[src/rtl/sfx_pkg.sv]
// Shared constants and types for the sound-effect scheduler: effect IDs,
// sample ROM layout and FSM state encoding.
package sfx_pkg;

  localparam int SFX_NUM    = 4;
  localparam int SFX_ADDR_W = 16;

  localparam int SFX_PELLET   = 0;
  localparam int SFX_GHOST    = 1;
  localparam int SFX_DEATH    = 2;
  localparam int SFX_GAMEOVER = 3;

  typedef logic [SFX_NUM-1:0][SFX_ADDR_W-1:0] sfx_tbl_t;

  // Element order is {GAMEOVER, DEATH, GHOST, PELLET}; every BASE + LEN fits in 16 bits.
  localparam sfx_tbl_t SFX_BASE = {16'd17555, 16'd40088, 16'd34088, 16'd0};
  localparam sfx_tbl_t SFX_LEN  = {16'd16533, 16'd20000, 16'd6000,  16'd17555};

  typedef enum logic [1:0] {
    ST_WAIT_TICK = 2'd0,
    ST_READ      = 2'd1,
    ST_LATCH     = 2'd2,
    ST_STREAM    = 2'd3
  } sfx_state_t;

endpackage

[src/rtl/sfx_scheduler_if.sv]
// Sample ROM port plus the left/right Avalon-ST sample streams toward the codec.
interface sfx_scheduler_if #(
  parameter int ADDR_W = 16
);
  logic [ADDR_W-1:0] rom_addr;
  logic [15:0]       rom_data;
  logic [15:0]       L_DATA;
  logic              L_VALID;
  logic              L_READY;
  logic [15:0]       R_DATA;
  logic              R_VALID;
  logic              R_READY;

  modport master (
    output rom_addr, L_DATA, L_VALID, R_DATA, R_VALID,
    input  rom_data, L_READY, R_READY
  );

  modport slave (
    input  rom_addr, L_DATA, L_VALID, R_DATA, R_VALID,
    output rom_data, L_READY, R_READY
  );
endinterface

[src/rtl/sfx_prio_enc.sv]
// Highest-set-bit priority encoder; idx is only meaningful when found is high.
module sfx_prio_enc #(
  parameter int N     = 4,
  parameter int IDX_W = (N > 1) ? $clog2(N) : 1
) (
  input  logic [N-1:0]     vec,
  output logic             found,
  output logic [IDX_W-1:0] idx
);

  always_comb begin
    found = 1'b0;
    idx   = '0;
    for (int i = 0; i < N; i++) begin
      if (vec[i]) begin
        found = 1'b1;
        idx   = IDX_W'(i);
      end
    end
  end

endmodule

[src/rtl/sfx_scheduler.sv]
// Sound-effect scheduler: fixed-priority arbitration with preemption, paced
// reads from a shared synchronous sample ROM, and dual-channel sample streaming.
module sfx_scheduler
  import sfx_pkg::*;
#(
  parameter int NUM_SFX       = 4,
  parameter int ADDR_W        = 16,
  parameter int SAMPLE_PERIOD = 1042,
  parameter logic [NUM_SFX-1:0][ADDR_W-1:0] BASE = SFX_BASE,
  parameter logic [NUM_SFX-1:0][ADDR_W-1:0] LEN  = SFX_LEN
) (
  input  logic                       clk,
  input  logic                       reset_n,
  input  logic [NUM_SFX-1:0]         sfx_req,
  input  logic                       sfx_stop,
  input  logic                       mute,
  sfx_scheduler_if.master            bus,
  output logic                       busy,
  output logic [$clog2(NUM_SFX)-1:0] active_id,
  output logic                       underrun
);

  localparam int ID_W  = $clog2(NUM_SFX);
  localparam int CNT_W = $clog2(SAMPLE_PERIOD);
  localparam logic [CNT_W-1:0]  CNT_LAST = CNT_W'(SAMPLE_PERIOD - 1);
  localparam logic [ADDR_W-1:0] ADDR_ONE = ADDR_W'(1);

  logic [CNT_W-1:0]   cnt_q, cnt_d;
  logic [NUM_SFX-1:0] pending_q, pending_d;
  sfx_state_t         state_q, state_d;
  logic               busy_q, busy_d;
  logic [ID_W-1:0]    id_q, id_d;
  logic [ADDR_W-1:0]  idx_q, idx_d;
  logic [ADDR_W-1:0]  rom_addr_q, rom_addr_d;
  logic [15:0]        l_data_q, l_data_d, r_data_q, r_data_d;
  logic               l_valid_q, l_valid_d, r_valid_q, r_valid_d;
  logic               underrun_q, underrun_d;

  logic               tick;
  logic               win_found;
  logic [ID_W-1:0]    win_idx;
  logic               l_open, r_open;
  logic               arb_now, start;

  sfx_prio_enc #(.N(NUM_SFX), .IDX_W(ID_W)) u_prio (
    .vec   (pending_q),
    .found (win_found),
    .idx   (win_idx)
  );

  always_comb begin
    tick  = (cnt_q == CNT_LAST);
    cnt_d = tick ? '0 : cnt_q + CNT_W'(1);
  end

  always_comb begin
    state_d    = state_q;
    pending_d  = pending_q | sfx_req;
    busy_d     = busy_q;
    id_d       = id_q;
    idx_d      = idx_q;
    rom_addr_d = rom_addr_q;
    l_data_d   = l_data_q;
    r_data_d   = r_data_q;
    l_valid_d  = l_valid_q;
    r_valid_d  = r_valid_q;
    underrun_d = underrun_q;
    start      = 1'b0;

    l_open  = l_valid_q & ~bus.L_READY;
    r_open  = r_valid_q & ~bus.R_READY;
    // A tick that lands in STREAM is handled exactly as in WAIT_TICK, so no sample slot is lost.
    arb_now = tick && (state_q == ST_WAIT_TICK || state_q == ST_STREAM);

    case (state_q)
      ST_READ: state_d = ST_LATCH;
      ST_LATCH: begin
        l_data_d  = (busy_q && !mute) ? bus.rom_data : 16'd0;
        r_data_d  = (busy_q && !mute) ? bus.rom_data : 16'd0;
        l_valid_d = 1'b1;
        r_valid_d = 1'b1;
        state_d   = ST_STREAM;
        if (busy_q) begin
          if (idx_q == LEN[id_q] - ADDR_ONE) busy_d = 1'b0;
          else                               idx_d  = idx_q + ADDR_ONE;
        end
      end
      ST_STREAM: begin
        l_valid_d = l_open;
        r_valid_d = r_open;
        if (!l_open && !r_open) state_d = ST_WAIT_TICK;
      end
      default: ;
    endcase

    if (arb_now) begin
      if (l_open || r_open) underrun_d = 1'b1;
      l_valid_d = 1'b0;
      r_valid_d = 1'b0;
      state_d   = ST_READ;
      // Equal ID restarts the active effect; a lower ID stays queued in pending.
      start = win_found && !sfx_stop && (!busy_q || win_idx >= id_q);
      if (start) begin
        id_d               = win_idx;
        idx_d              = '0;
        busy_d             = 1'b1;
        pending_d[win_idx] = sfx_req[win_idx];
        rom_addr_d         = BASE[win_idx];
      end else if (busy_q) begin
        rom_addr_d = BASE[id_q] + idx_q;
      end
    end

    if (sfx_stop) begin
      pending_d = '0;
      busy_d    = 1'b0;
      idx_d     = '0;
    end
  end

  always_ff @(posedge clk or negedge reset_n) begin
    if (!reset_n) begin
      cnt_q      <= '0;
      pending_q  <= '0;
      state_q    <= ST_WAIT_TICK;
      busy_q     <= 1'b0;
      id_q       <= '0;
      idx_q      <= '0;
      rom_addr_q <= '0;
      l_data_q   <= '0;
      r_data_q   <= '0;
      l_valid_q  <= 1'b0;
      r_valid_q  <= 1'b0;
      underrun_q <= 1'b0;
    end else begin
      cnt_q      <= cnt_d;
      pending_q  <= pending_d;
      state_q    <= state_d;
      busy_q     <= busy_d;
      id_q       <= id_d;
      idx_q      <= idx_d;
      rom_addr_q <= rom_addr_d;
      l_data_q   <= l_data_d;
      r_data_q   <= r_data_d;
      l_valid_q  <= l_valid_d;
      r_valid_q  <= r_valid_d;
      underrun_q <= underrun_d;
    end
  end

  assign bus.rom_addr = rom_addr_q;
  assign bus.L_DATA   = l_data_q;
  assign bus.R_DATA   = r_data_q;
  assign bus.L_VALID  = l_valid_q;
  assign bus.R_VALID  = r_valid_q;
  assign busy         = busy_q;
  assign active_id    = id_q;
  assign underrun     = underrun_q;

endmodule

[src/flat_wrapper.sv]
// flat-port wrapper written by rule: the top's interface ports become plain ports
module sfx_scheduler_flat import sfx_pkg::*;
#(
  parameter int NUM_SFX       = 4,
  parameter int ADDR_W        = 16,
  parameter int SAMPLE_PERIOD = 1042,
  parameter logic [NUM_SFX-1:0][ADDR_W-1:0] BASE = SFX_BASE,
  parameter logic [NUM_SFX-1:0][ADDR_W-1:0] LEN  = SFX_LEN
)
  (clk, reset_n, sfx_req, sfx_stop, mute, busy, active_id, underrun, bus_rom_addr, bus_L_DATA, bus_L_VALID, bus_R_DATA, bus_R_VALID, bus_rom_data, bus_L_READY, bus_R_READY);
  sfx_scheduler_if #(.ADDR_W(ADDR_W)) bus_i ();
  input  logic clk;
  input  logic reset_n;
  input  logic [NUM_SFX-1:0] sfx_req;
  input  logic sfx_stop;
  input  logic mute;
  output logic busy;
  output logic [$clog2(NUM_SFX)-1:0] active_id;
  output logic underrun;
  output wire logic [$bits(bus_i.rom_addr)-1:0] bus_rom_addr;
  output wire logic [$bits(bus_i.L_DATA)-1:0] bus_L_DATA;
  output wire logic [$bits(bus_i.L_VALID)-1:0] bus_L_VALID;
  output wire logic [$bits(bus_i.R_DATA)-1:0] bus_R_DATA;
  output wire logic [$bits(bus_i.R_VALID)-1:0] bus_R_VALID;
  input wire logic [$bits(bus_i.rom_data)-1:0] bus_rom_data;
  input wire logic [$bits(bus_i.L_READY)-1:0] bus_L_READY;
  input wire logic [$bits(bus_i.R_READY)-1:0] bus_R_READY;
  assign bus_rom_addr = bus_i.rom_addr;
  assign bus_L_DATA = bus_i.L_DATA;
  assign bus_L_VALID = bus_i.L_VALID;
  assign bus_R_DATA = bus_i.R_DATA;
  assign bus_R_VALID = bus_i.R_VALID;
  assign bus_i.rom_data = bus_rom_data;
  assign bus_i.L_READY = bus_L_READY;
  assign bus_i.R_READY = bus_R_READY;
  sfx_scheduler #(.NUM_SFX(NUM_SFX), .ADDR_W(ADDR_W), .SAMPLE_PERIOD(SAMPLE_PERIOD), .BASE(BASE), .LEN(LEN)) u_core (.clk(clk), .reset_n(reset_n), .sfx_req(sfx_req), .sfx_stop(sfx_stop), .mute(mute), .bus(bus_i), .busy(busy), .active_id(active_id), .underrun(underrun));
endmodule
[config.mk]
export PLATFORM = sky130hd
export DESIGN_NAME = sfx_scheduler_flat
export DESIGN_NICKNAME = d
export VERILOG_FILES = /design/src/rtl/sfx_pkg.sv /design/src/rtl/sfx_scheduler_if.sv /design/src/rtl/sfx_prio_enc.sv /design/src/rtl/sfx_scheduler.sv /design/src/flat_wrapper.sv
export SDC_FILE = /design/constraint.sdc
export NUM_CORES = 1
export LEC_CHECK = 0
export CAP_MARGIN = 40
export CORE_MARGIN = 2
export CORE_UTILIZATION = 60
export CTS_BUF_LIST = sky130_fd_sc_hd__clkbuf_8
export DETAILED_ROUTE_END_ITERATION = 12
export DONT_BUFFER_PORTS = 1
export PLACE_DENSITY = 0.76
export SLEW_MARGIN = 25
export SYNTH_ARGS = -nofsm -noshare
export SYNTH_HDL_FRONTEND = slang
export SYNTH_SLANG_ARGS = --single-unit
export TNS_END_PERCENT = 100
[constraint.sdc]
create_clock -name clk -period 3.9 [get_ports clk]
set_clock_uncertainty 0.05 [all_clocks]
set_input_delay 0.78 -clock clk [delete_from_list [all_inputs] [get_ports clk]]
set_output_delay 0.78 -clock clk [all_outputs]
set_load 0.05 [all_outputs]
-- Word-level counts from Yosys, hierarchy flattened
Index checks and enable logic that the tools add are counted.
- bits in registers: 71
- latch bits: 0
- memory bits (writable): 0
- bits in read-only memories: 0
- input bits: 26
- output and inout port bits: 54
- logic and storage cells: 96
- memories: 0
- add/sub/neg operators: 4
- $mul: 0
- div/mod/pow operators: 0
- $lt $le $gt $ge: 4
- equal/unequal tests: 6
- shift operators: 0
- multiplexer cells: 44
- bitwise logic cells: 5
- reductions and logical operators: 22
- operator list (operator ; number):
    two-way mux 16 bit ; 12
    binary-select mux 16 bit (select 2 bit) ; 3
    adder 16 x 1 -> 16 bit (second input constant) ; 1
    adder 16 bit ; 1
    equality test 16 bit ; 1
    subtractor 16 x 1 -> 16 bit (second input constant) ; 1
    two-way mux 1 bit ; 15
    two-way mux 4 bit ; 3
    adder 11 x 1 -> 11 bit (second input constant) ; 1
    equality test 11 bit (second input constant) ; 1
    two-way mux 11 bit ; 1
    two-way mux 2 bit ; 4
    AND reduction 2 bit ; 4
    logical AND 1 bit ; 6
    < comparator 2 x 3 -> 1 bit (second input constant) ; 2
    case mux 2 bit (3 select lines) ; 1
    zero test 1 bit ; 5
    bitwise mux 4 bit ; 1
    equality test 2 bit (second input constant) ; 2
    OR 4 bit ; 1
    case mux 1 bit (2 select lines) ; 2
    nonzero test 4 bit ; 1
    logical OR 1 bit ; 3
    != test 3 x 2 -> 1 bit (second input constant) ; 1
    other kinds (10) ; 12

-- Logic depth before layout (Yosys ltp)
Gate-level depths: netlist (run 1).
- depth in word-level cells: 11
- depth in mapped cells: 11
- gate-level depth less buffers: 10

-- Cells and area by module
A second synthesis (run 1) with hierarchy kept.
- cell total of the unflattened synthesis: 452
- area total of the unflattened synthesis: 4379.2 um^2
- modules (own cells, without submodules) (module ; instances ; cells each ; area each (um^2) ; seq. area each (um^2)):
    sfx_scheduler ; 1 ; 448 ; 4355.4 ; 1776.7
    sfx_prio_enc ; 1 ; 4 ; 23.8 ; 0.0

-- Least setup slack after synthesis (run 1)
Ideal clock, no wire load.
- path kind: register -> register
- start: register u_core.id_q[1] (netlist: u_core.active_id[1])
- end: register u_core.rom_addr_q[15] (netlist: u_core.bus.rom_addr[15])
- library setup time: 0.127 ns
- data arrival time: 2.621 ns
- data required time: 3.723 ns
- setup slack: 1.102 ns
- stages on the path, launching flop included: 10
- buffers on the path: 0
- period minus slack after synthesis: 2.798 ns
- cell sequence: dfrtp_1 inv_1 ha_1 ha_1 a211oi_1 o211ai_1 a31oi_1 o21bai_1 mux2i_1 nand3_1
- word-level cells in the longest chain between the ends: 5
- elaborated cells between the ends (all ways): 10
- those cells by class: 1 x add/sub; 1 x order compare; 4 x mux; 4 x reduce/logical
- RTL lines (element ; line ; RTL):
    from (decl) ; sfx_scheduler.sv:32 ; logic [ID_W-1:0] id_q, id_d;
    from (signal assigned) ; sfx_scheduler.sv:140 ; id_q <= id_d;
    binary-select mux 16 bit (select 2 bit) or greater-or-equal comparator 2 bit (tied branches) ; sfx_scheduler.sv:110, sfx_scheduler.sv:102 ;
    two-way mux 16 bit (implied by the code) or logical OR 1 bit (tied branches) ; sfx_scheduler.sv:110, sfx_scheduler.sv:102 ;
    adder 16 bit or logical AND 1 bit (tied branches) ; sfx_scheduler.sv:110, sfx_scheduler.sv:102 ;
    two-way mux 16 bit or nonzero test 2 bit (tied branches) ; - ;
    two-way mux 16 bit or AND reduction 2 bit (tied branches) ; - ;
    to (signal assigned) ; sfx_scheduler.sv:142 ; rom_addr_q <= rom_addr_d;
    to (decl) ; sfx_scheduler.sv:34 ; logic [ADDR_W-1:0] rom_addr_q, rom_addr_d;
Several ways; a longest one is shown, not always the timed one. The select of a mux whose other input is x is not followed.
A chain may end at the register's enable or synchronous reset.

-- Final worst setup path (run 1)
Same ends and word-level chain as after synthesis.

==> metrics.txt, run 1 <==
Ys Warns 0; most common cell in the synthesized netlist dfrtp_1; vias after detailed routing 3387; Comb pwr share 5.5%; Die Ht 88.38 um; Avg Inst Size Synth 9.167 um^2; Netlist cell types 48; nets 533; relative slew slack 39.77%; critical setup path kind register to register; placed instance count 549; WL per Instance 16.78 um; largest area contributor in the netlist dfrtp_1; vias in the first global route 3334; Post-synth EDFFs 0; largest net degree at the start of global routing 72; Starting Density 62.53%; Total GRT Usage 25.77%; status complete, no violations; DRT iter0 DRCs 201; HPWL after detailed placement 6633 um; top-area cell type share of the netlist area 41.59%; # diodes 0; CTS H-tree lvls 3; Crit path required time 4.09 ns; Hold Crit Class input pin to asynchronous set/reset pin; Syn Std Cell Area 0.004272 mm^2; endpoints failing hold 0; IO Count 80; Multi-input gate area 0.002181 mm^2; register area 0.001777 mm^2; initial antenna violation count 0; Switching Fraction 24.32%; Clock Power Share 44.4%; Startpoint Class register; share of layout cells above drive strength 1 6.667%; final hold slack 0.04876 ns; Synth Flop Type dfrtp_1; # setup viols final 0; min cycle time layout 3.290 ns; Power Internal 1132 uW; sw power 363.8 uW; residual DRC count 0; Seq pwr share 50.1%; Worst VDD drop 0.0001869 V; power per cell area 311.9 mW/mm^2; Slew Viols, Final 0; Syn Inst Count 466; post-CTS sizing 0; CTS tree done; clock buffer depth 2; CP arrival 3.48 ns; fmax 303.9 MHz; CTS buffer count 9; Clock Tree Root clkbuf_8; PortBufs 0; worst slew pin tran 0.9034 ns; number of synthesized register bits 71; clock latency on the worst-skew pair 0.37 ns; grt ovf 0; max_cap viols 0; final RePlAce weighted congestion 0.9264; cts hold-fix bufs 0; setup TNS 0 ns; clk slew on worst S/H paths 0.09 ns; final WL 9664 um; CTS Sinks 71; fin crit share 84.36%; Syn-to-layout area delta 12.30%; final std cells w/o fill 576; part of the Yosys area used for sequential elements 41.59%; via count normalized by instance count 5.880; row count 30; number of fill cells in the layout 527; crit-path max FO 7; most frequent cells after synthesis dfrtp_1 (71), nand2_1 (56), o21ai_0 (42); Setup Buffers After CTS 0; Mapped Nets 524; Routed Antenna Nets 0; Die X 88.38 um; die area 0.007810 mm^2; Async SR Flop Fraction 100.0%; RSZ-0062 raised after global routing no; Std-Cell Core Area 0.006832 mm^2; global-route wire length before repair 15640 um; leak pwr 0.002139 uW; total iterations of the first detailed-routing run 4; crit path capture type register; largest cells by area after synthesis dfrtp_1 (42%), ha_1 (9.1%), xnor2_1 (5.5%), nand2_1 (4.9%), o21ai_0 (4.9%)
layout by cell type (no fill, tap or decap), types with 5 or more instances in the layout:
master,synthesis,routed
nor4_1,6,6
o21ai_0,42,42
xor2_1,11,11
ha_1,31,31
nand2b_1,6,6
nor3_1,9,9
nand3_1,11,11
nand2_1,56,56
clkbuf_1,8,8
dfrtp_1,71,71
buf_1,1,8
a31oi_1,5,5
nand4_1,7,7
mux2i_1,6,6
clkbuf_8,0,9
a21oi_1,19,19
a21o_1,5,5
inv_1,31,32
or3_1,5,5
nor2_1,31,31
buf_16,0,10
a211oi_1,7,7
nor3b_1,5,5
xnor2_1,27,27
and3_1,5,5
layer usage:
| layer | global-route usage, % | routed length, um | up-vias |
|---|---|---|---|
| met3 | 5.504 | 512 | 24 |
| met5 | 0 | 0 | - |
| li1 | - | - | 1613 |
| met4 | 9.780 | 242 | 0 |
| met1 | 33.33 | 4183 | 1641 |
| met2 | 42.58 | 4725 | 109 |
final cells by class:
class | instances | share of cell area (%)
Timing Repair Buffer | 30 | 7.981
Multi-Input combinational cell | 332 | 45.46
Clock inverter | 7 | 2.008
Sequential cell | 71 | 37.04
Tap cell | 96 | 2.504
Inverter | 31 | 2.426
Clock buffer | 9 | 2.582
worst paths after layout:
kind	cells after the start	startpoint	slack (ns)	endpoint
max in group asynchronous	0	reset_n	3.63	u_core.active_id[1]$_DFFE_PN0P_
hold reg to reg	1	u_core.cnt_q[9]$_DFF_PN0_	0.46	u_core.cnt_q[9]$_DFF_PN0_
hold / removal	0	reset_n	0.05	u_core.bus.L_DATA[13]$_DFFE_PN0P_
min in group clk	1	sfx_stop	0.41	u_core.pending_q[2]$_DFF_PN0_
setup / recovery	9	u_core.active_id[1]$_DFFE_PN0P_	0.61	u_core.bus.rom_addr[15]$_DFFE_PN0P_
setup reg to reg	9	u_core.active_id[1]$_DFFE_PN0P_	0.61	u_core.bus.rom_addr[15]$_DFFE_PN0P_
flip-flops by register name (all words and copies together), names as in the netlist:
signal and flops:
u_core.active_id 2, u_core.busy 1, u_core.cnt_q 11, u_core.bus.L_VALID 1, u_core.bus.rom_addr 16, u_core.pending_q 4, u_core.bus.R_VALID 1, u_core.underrun 1
u_core.state_q 2, u_core.idx_q 16, u_core.bus.L_DATA 16
worst max-delay path, cell delays in order (launching register included):
cell	delay [ns]
dfrtp_1	0.77
inv_1	0.26
ha_1	0.44
ha_1	0.25
a211oi_1	0.44
o211ai_1	0.24
a31oi_1	0.33
o21bai_1	0.14
mux2i_1	0.17
nand3_1	0.09
power groups by stage:
stage,registers (uW),clock network [uW],logic (uW)
final,749,665,82.0
after global routing,750,705,91.8
after CTS,749,674,81.0
after detailed placement,764,0,80.1
after global placement,763,0,79.2
after floorplan,762,0,63.5
cell families (layout without fill, tap and decap cells):
family | after synthesis | in the layout | share of synthesized area, %
xor gates and xnor gates | 38 | 38 | 7.791
muxes | 6 | 6 | 1.406
adders and majority gates | 32 | 32 | 9.549
buffers and inverters | 63 | 77 | 7.440
DFF | 71 | 71 | 41.59
AOI/OAI and AO/OA | 99 | 99 | 13.97
and+or+nand+nor | 157 | 157 | 18.25
through the flow:
step / setup WS (ns) / total power, uW / util, % / instance area (um^2)
after floorplan: 1.102 / 825.7 / - / 4272
after global placement: 0.7779 / 842.6 / 61.61 / 4209
after detailed placement: 0.6585 / 843.8 / 65.38 / 4467
after CTS: 0.6461 / 1504 / 68.61 / 4687
after global routing: 0.3348 / 1547 / 70.22 / 4797
final: 0.6099 / 1496 / 70.22 / 4797
(Power assumes the default switching activity.)
==> run 2, diff against run 1 <==
ABC_AREA = 1   (was not set)
PLACE_DENSITY = 0.79   (was 0.76)
clock period = 2.8 ns   (was 3.9 ns; I/O delays follow)
==> run 2 against run 1 <==
Effect of this change:
- the flow now finishes with violations (hold timing)
- clock-buffer cell count unchanged
- total power increased by 32%
- routed wire length increased by 38%
- via count increased by 36%
- critical path depth increased by 2
- setup slack got worse by 0.30 ns
- synthesized cell count increased by 46%
- final area increased by 16%
- sequential power increased by 38%
- first-iteration DRC count increased by 73%
- sequential share of layout area decreased by 5.0 points
- clock power increased by 21%
- critical endpoint is now u_core.idx_q[4]$_DFF_PN0_
- largest cell class unchanged
- largest power group unchanged
==> metrics.txt, run 2 <==
status finished, violations left; violated checks hold timing; power per cell area 355.3 mW/mm^2 (+14%); CTS tree done; Post-synth EDFFs 0 (unchanged); fin crit share 88.84% (+4.5 points); max_cap viols 0 (unchanged); CTS Sinks 71 (unchanged); WL per Instance 16.51 um (-1.6%); vias in the first global route 4466 (+34%); Startpoint Class register; Ys Warns 0 (unchanged); PortBufs 0 (unchanged); clock latency on the worst-skew pair 0.37 ns (about the same); Async SR Flop Fraction 100.0% (unchanged); share of layout cells above drive strength 1 10.38% (+3.7 points); Die X 94.74 um (+7.2%); DRT iter0 DRCs 348 (+73%); vias after detailed routing 4617 (+36%); largest net degree at the start of global routing 72 (unchanged); Die Ht 94.74 um (+7.2%); CP delay by family, top simple AND/OR/NAND/NOR gates; HPWL after detailed placement 9997 um (+51%); row count 33 (+10%); Avg Inst Size Synth 7.275 um^2 (-21%); max incr delay on CP 0.43 ns (-0.34 ns); via count normalized by instance count 5.714 (-2.8%); CTS buffer count 9 (unchanged); total iterations of the first detailed-routing run 5 (+1); most common cell in the synthesized netlist nand2_1; setup TNS 0 ns (unchanged); part of the Yosys area used for sequential elements 35.97% (-5.6 points); relative slew slack 39.93% (+0.16 points); Hold Crit Class input pin to asynchronous set/reset pin; # diodes 0 (unchanged); largest cells by area after synthesis dfrtp_1 (36%), nand2_1 (15%), ha_1 (7.9%), inv_1 (6.1%), nand3_1 (5.7%); Worst VDD drop 0.0002725 V (+46%); grt ovf 0 (unchanged); cell at the slowest stage of the critical path dfrtp_1; min cycle time layout 2.488 ns (-0.8025 ns); most frequent cells in the layout nand2_1 (196), inv_1 (80), dfrtp_1 (71); Syn Std Cell Area 0.004940 mm^2 (+16%); die area 0.008975 mm^2 (+15%); nets 756 (+42%); Slew Viols, Final 0 (unchanged); commonest non-fill, non-tap cell in the layout nand2_1; Starting Density 61.04% (-1.5 points); Std-Cell Core Area 0.008093 mm^2 (+18%); buffer and inverter count on the worst path 2 (+1); leak pwr 0.002745 uW (+28%); CTS H-tree lvls 3 (unchanged); Routed Antenna Nets 0 (unchanged); most frequent cells after synthesis nand2_1 (196), inv_1 (80), dfrtp_1 (71); Clock Tree Root clkbuf_8; Total GRT Usage 30.38% (+4.6 points); CP arrival 2.70 ns (-0.78 ns); Netlist cell types 40 (-17%); post-CTS sizing 0 (unchanged); RSZ-0062 raised after global routing no; Syn-to-layout area delta 12.23% (about the same); clock buffer depth 2 (unchanged); final RePlAce weighted congestion 0.9500 (+2.5%); Mapped Nets 737 (+41%); initial antenna violation count 0 (unchanged); critical setup path kind register to register; fmax 402.0 MHz (+32%); IO Count 80 (unchanged); crit-path max FO 12 (+5); number of synthesized register bits 71 (unchanged); Syn Inst Count 679 (+46%); largest area contributor in the netlist dfrtp_1; worst slew pin tran 0.9010 ns (-0.002415 ns); global-route wire length before repair 21140 um (+35%); Crit path required time 3.01 ns (-1.08 ns); crit path capture type register; number of fill cells in the layout 678 (+29%); residual DRC count 0 (unchanged); clk slew on worst S/H paths 0.09 ns (about the same); final hold slack -0.0001557 ns (-0.04892 ns); final WL 13340 um (+38%); CP Cell Sequence nor2_4 -> inv_1 -> ha_1 -> o21ai_0 -> nand2_1 -> nand2_2 -> nor2_4 -> inv_1 -> nand2_2 -> o21bai_1 -> nor2_1; # setup viols final 0 (unchanged); endpoints failing hold 1 (+1); Synth Flop Type dfrtp_1; top-area cell type share of the netlist area 35.97% (-5.6 points)
[run 2: cell count changes after synthesis, sizes merged, moves of 7 or more]
cell and change:
a211oi -7, inv +55, nand2 +148, nand3 +51, nand4 +12, nor2 +38
o21ai -8, xnor2 -25
[run 2: final cells by class]
class / instances / area (um^2) / area share (%)
repair buffers: 37 / 486.7 / 8.779
well taps: 105 / 131.4 / 2.370
multi-input cells: 492 / 2636 / 47.55
clock buffers: 9 / 123.9 / 2.234
clock inverters: 7 / 61.31 / 1.106
flip-flops and latches: 71 / 1777 / 32.05
inverters: 87 / 327.8 / 5.913
[run 2: per-layer routing]
metal / up-vias / share of wire, % / track usage [%]
met5: - / 0 / 0
met4: 0 / 2.0 / 10.51
met3: 23 / 6.6 / 6.305
met2: 176 / 51 / 53.25
met1: 2215 / 40 / 37.01
li1: 2203 / - / -
[run 2: path summary, 6_finish.rpt]
kind,startpoint,to,slack [ns],cells after the start
worst min-delay path,reset_n,u_core.idx_q[3]$_DFF_PN0_,-0.0002,1
min in group clk,sfx_stop,u_core.busy$_DFF_PN0_,0.19,1
worst min register to register,u_core.pending_q[0]$_DFF_PN0_,u_core.pending_q[0]$_DFF_PN0_,0.49,2
worst max-delay path,u_core.pending_q[3]$_DFF_PN0_,u_core.idx_q[4]$_DFF_PN0_,0.31,11
worst max register to register,u_core.pending_q[3]$_DFF_PN0_,u_core.idx_q[4]$_DFF_PN0_,0.31,11
max in group asynchronous,reset_n,u_core.idx_q[10]$_DFF_PN0_,2.38,1
[run 2: what timing repair did]
item / CTS / global route
hold buffers: 1 / 0
buffers inserted: 0 / 0
endpoints found under the hold margin: 71 / 0
[run 2: where the power goes]
part	switching, uW	internal (uW)	leakage (uW)
clock network	468	338	0.0000888
registers	4.34	1030	0.000867
logic	94.2	35.3	0.00179
[run 2: kinds of logic after synthesis]
family / count (synthesis) / synth area share, %
flip-flops: 71 / 35.97
AND/OR/NAND/NOR: 369 / 33.46
buffers and inverters: 116 / 10.66
XOR/XNOR: 13 / 2.305
AO/OA/AOI/OAI: 78 / 9.347
adder cells (fa/ha/maj): 32 / 8.257
[run 2: stage by stage]
stage / util, % / instances / total power (uW) / setup slack, ns / area (um^2)
2_1_floorplan: - / 679 / 1138 / 0.1712 / 4940
3_5_place_dp: 64.52 / 781 / 1158 / 0.3071 / 5221
5_1_grt: 68.51 / 808 / 2048 / 0.1046 / 5544
4_1_cts: 67.15 / 798 / 1971 / 0.3034 / 5434
6_report: 68.51 / 808 / 1970 / 0.3124 / 5544
3_3_place_gp: 60.85 / 762 / 1153 / 0.3857 / 4925
==> run 3, diff against run 2 <==
CORE_UTILIZATION = 45   (was 60)
PLACE_DENSITY = not set   (was 0.79)
==> run 3 against run 2 <==
Effect of this change:
- largest power group unchanged
- core utilization down 16 points
- critical path type unchanged
- die area grew 32%
- first-iteration DRC count fell by 31%
- via count decreased by 4.4%
- critical endpoint is now u_core.idx_q[2]$_DFF_PN0_
- total power rose by 7.1%
- the flow now finishes without violations
- final cell count is 4.5% higher
- clock power grew 17%
- register-to-register slack better by 0.11 ns
- flip-flop and latch count did not move
- maximum frequency is 4.7% higher
- non-clock buffer count rose by 1
==> metrics.txt, run 3 (same netlist as run 2, synthesis figures left out) <==
fmax 420.7 MHz (+4.7%); crit path capture type register; most frequent cells in the layout nand2_1 (196), inv_1 (81), dfrtp_1 (71); Die Ht 108.8 um (+15%); Power Internal 1569 uW (+12%); total iterations of the first detailed-routing run 5 (unchanged); Setup Buffers After CTS 0 (unchanged); worst slew pin tran 0.8846 ns (-0.01641 ns); Worst VDD drop 0.0002206 V (-19%); die area 0.01183 mm^2 (+32%); IO Count 80 (unchanged); share of layout cells above drive strength 1 10.37% (-0.015 points); commonest non-fill, non-tap cell in the layout nand2_1; Comb pwr share 6.1% (-0.5 points); relative slew slack 41.03% (+1.1 points); grt ovf 0 (unchanged); Hold Crit Class input pin to asynchronous set/reset pin; buffer and inverter count on the worst path 3 (+1); final WL 12660 um (-5.1%); Tot Pwr 2109 uW (+7.1%); final RePlAce weighted congestion 0.9308 (-2.0%); clk slew on worst S/H paths 0.08 ns (about the same); PortBufs 0 (unchanged); Std-Cell Core Area 0.01079 mm^2 (+33%); fin crit share 84.88% (-4.0 points); crit-path max FO 12 (unchanged); CTS tree done; vias after detailed routing 4415 (-4.4%); via count normalized by instance count 5.231 (-8.5%); clock buffer depth 2 (unchanged); number of fill cells in the layout 1038 (+53%); global-route wire length before repair 20930 um (-1.0%); Crit path required time 3.02 ns (about the same); Startpoint Class register; min cycle time layout 2.377 ns (-0.1108 ns); DRT iter0 DRCs 239 (-31%); clock latency on the worst-skew pair 0.37 ns (about the same); row count 38 (+15%); Switching Fraction 25.60% (-3.2 points); Clock Tree Root clkbuf_8; Slew Viols, Final 0 (unchanged); power per cell area 372.1 mW/mm^2 (+4.7%); Syn-to-layout area delta 14.77%; # setup viols final 0 (unchanged); endpoints failing hold 0 (-1); max incr delay on CP 0.42 ns (about the same); RSZ-0062 raised after global routing no; max_cap viols 0 (unchanged); sw power 540.0 uW (-4.7%); WL per Instance 15.00 um (-9.1%); vias in the first global route 4270 (-4.4%); CTS Sinks 71 (unchanged); HPWL after detailed placement 9578 um (-4.2%); Clock Power Share 44.9% (+4.0 points); setup TNS 0 ns (unchanged); initial antenna violation count 0 (unchanged); # diodes 0 (unchanged); Starting Density 45.77% (-15 points); leak pwr 0.002791 uW (+1.6%); CTS buffer count 9 (unchanged); Routed Antenna Nets 0 (unchanged); final core occ 52.53% (-16 points); critical setup path kind register to register; largest net degree at the start of global routing 72 (unchanged); CP arrival 2.59 ns (-0.11 ns); final hold slack 0.005842 ns (+0.005997 ns); CP Cell Sequence nor2_4 -> inv_1 -> ha_1 -> o21ai_0 -> nand2_1 -> nand2_2 -> nor2_4 -> inv_1 -> nand2_2 -> inv_2 -> o21ai_2 -> nor2_1; nets 757 (+0.13%); Die X 108.8 um (+15%); cell at the slowest stage of the critical path dfrtp_1; CP delay by family, top simple AND/OR/NAND/NOR gates; Seq pwr share 49.0% (-3.5 points); residual DRC count 0 (unchanged); Total GRT Usage 22.73% (-7.7 points); status complete, no violations; CTS H-tree lvls 3 (unchanged)
==> run 3: changes by cell type in the layout (fill, tap and decap cells not counted), sizes merged <==
cell,previous run,this run
clkbuf,16,14
clkinv,2,3
clkinvlp,2,1
inv,90,88
buf,30,33
bufinv,0,2
==> run 3: layer usage <==
metal | up-vias | share of wire (%) | track usage [%] | routed length [um]
li1 | 2203 | - | - | -
met2 | 119 | 49 | 38.04 | 6197
met3 | 23 | 5.3 | 4.961 | 669
met4 | 0 | 2.0 | 8.242 | 257
met5 | - | 0 | 0 | 0
met1 | 2070 | 44 | 28.87 | 5538
==> run 3: path summary, 6_finish.rpt <==
check                      depth (start not counted)                          start  slack, ns                                  to
min                                                1                        reset_n      0.006  u_core.bus.rom_addr[4]$_DFFE_PN0P_
min in group clk                                   1                       sfx_stop       0.18               u_core.busy$_DFF_PN0_
max in group asynchronous                          1                        reset_n       2.38          u_core.idx_q[14]$_DFF_PN0_
min reg2reg                                        1      u_core.cnt_q[9]$_DFF_PN0_       0.46           u_core.cnt_q[9]$_DFF_PN0_
max                                               12  u_core.pending_q[3]$_DFF_PN0_       0.42           u_core.idx_q[2]$_DFF_PN0_
max reg2reg                                       12  u_core.pending_q[3]$_DFF_PN0_       0.42           u_core.idx_q[2]$_DFF_PN0_
==> run 3: area by class of cell <==
class | instances | area, um^2 | area share, %
flip-flops and latches | 71 | 1777 | 31.34
multi-input cells | 492 | 2636 | 46.50
repair buffers | 38 | 531.8 | 9.380
inverters | 87 | 327.8 | 5.782
well taps | 140 | 175.2 | 3.090
clock buffers | 9 | 123.9 | 2.185
clock inverters | 7 | 97.59 | 1.721
==> run 3: power by group through the flow <==
| stage | logic (uW) | clock network [uW] | registers (uW) |
|---|---|---|---|
| global route | 148 | 996 | 1030 |
| detailed placement | 105 | 0 | 1050 |
| floorplan | 79.4 | 0 | 1060 |
| finish | 128 | 947 | 1030 |
| global placement | 101 | 0 | 1050 |
| CTS | 131 | 959 | 1030 |
==> run 3: timing repair <==
item | in CTS | in global routing
gates resized for setup | 0 | 0
hold endpoints to repair | 71 | 0
hold buffers | 1 | 0
==> run 3: worst reg2reg max path, stage by stage (launching register included) <==
cell	delay, ns
dfrtp_1	0.42
nor2_4	0.20
inv_1	0.14
ha_1	0.29
o21ai_0	0.07
nand2_1	0.07
nand2_2	0.19
nor2_4	0.35
inv_1	0.09
nand2_2	0.19
inv_2	0.09
o21ai_2	0.06
nor2_1	0.06
==> run 3: metrics by stage <==
stage	std cells	cell area [um^2]	setup WS, ns
6_report	844	5669	0.4233
5_1_grt	844	5669	0.1543
4_1_cts	838	5593	0.3981
3_5_place_dp	821	5344	0.4040
3_3_place_gp	796	4961	0.4786
2_1_floorplan	679	4940	0.1712
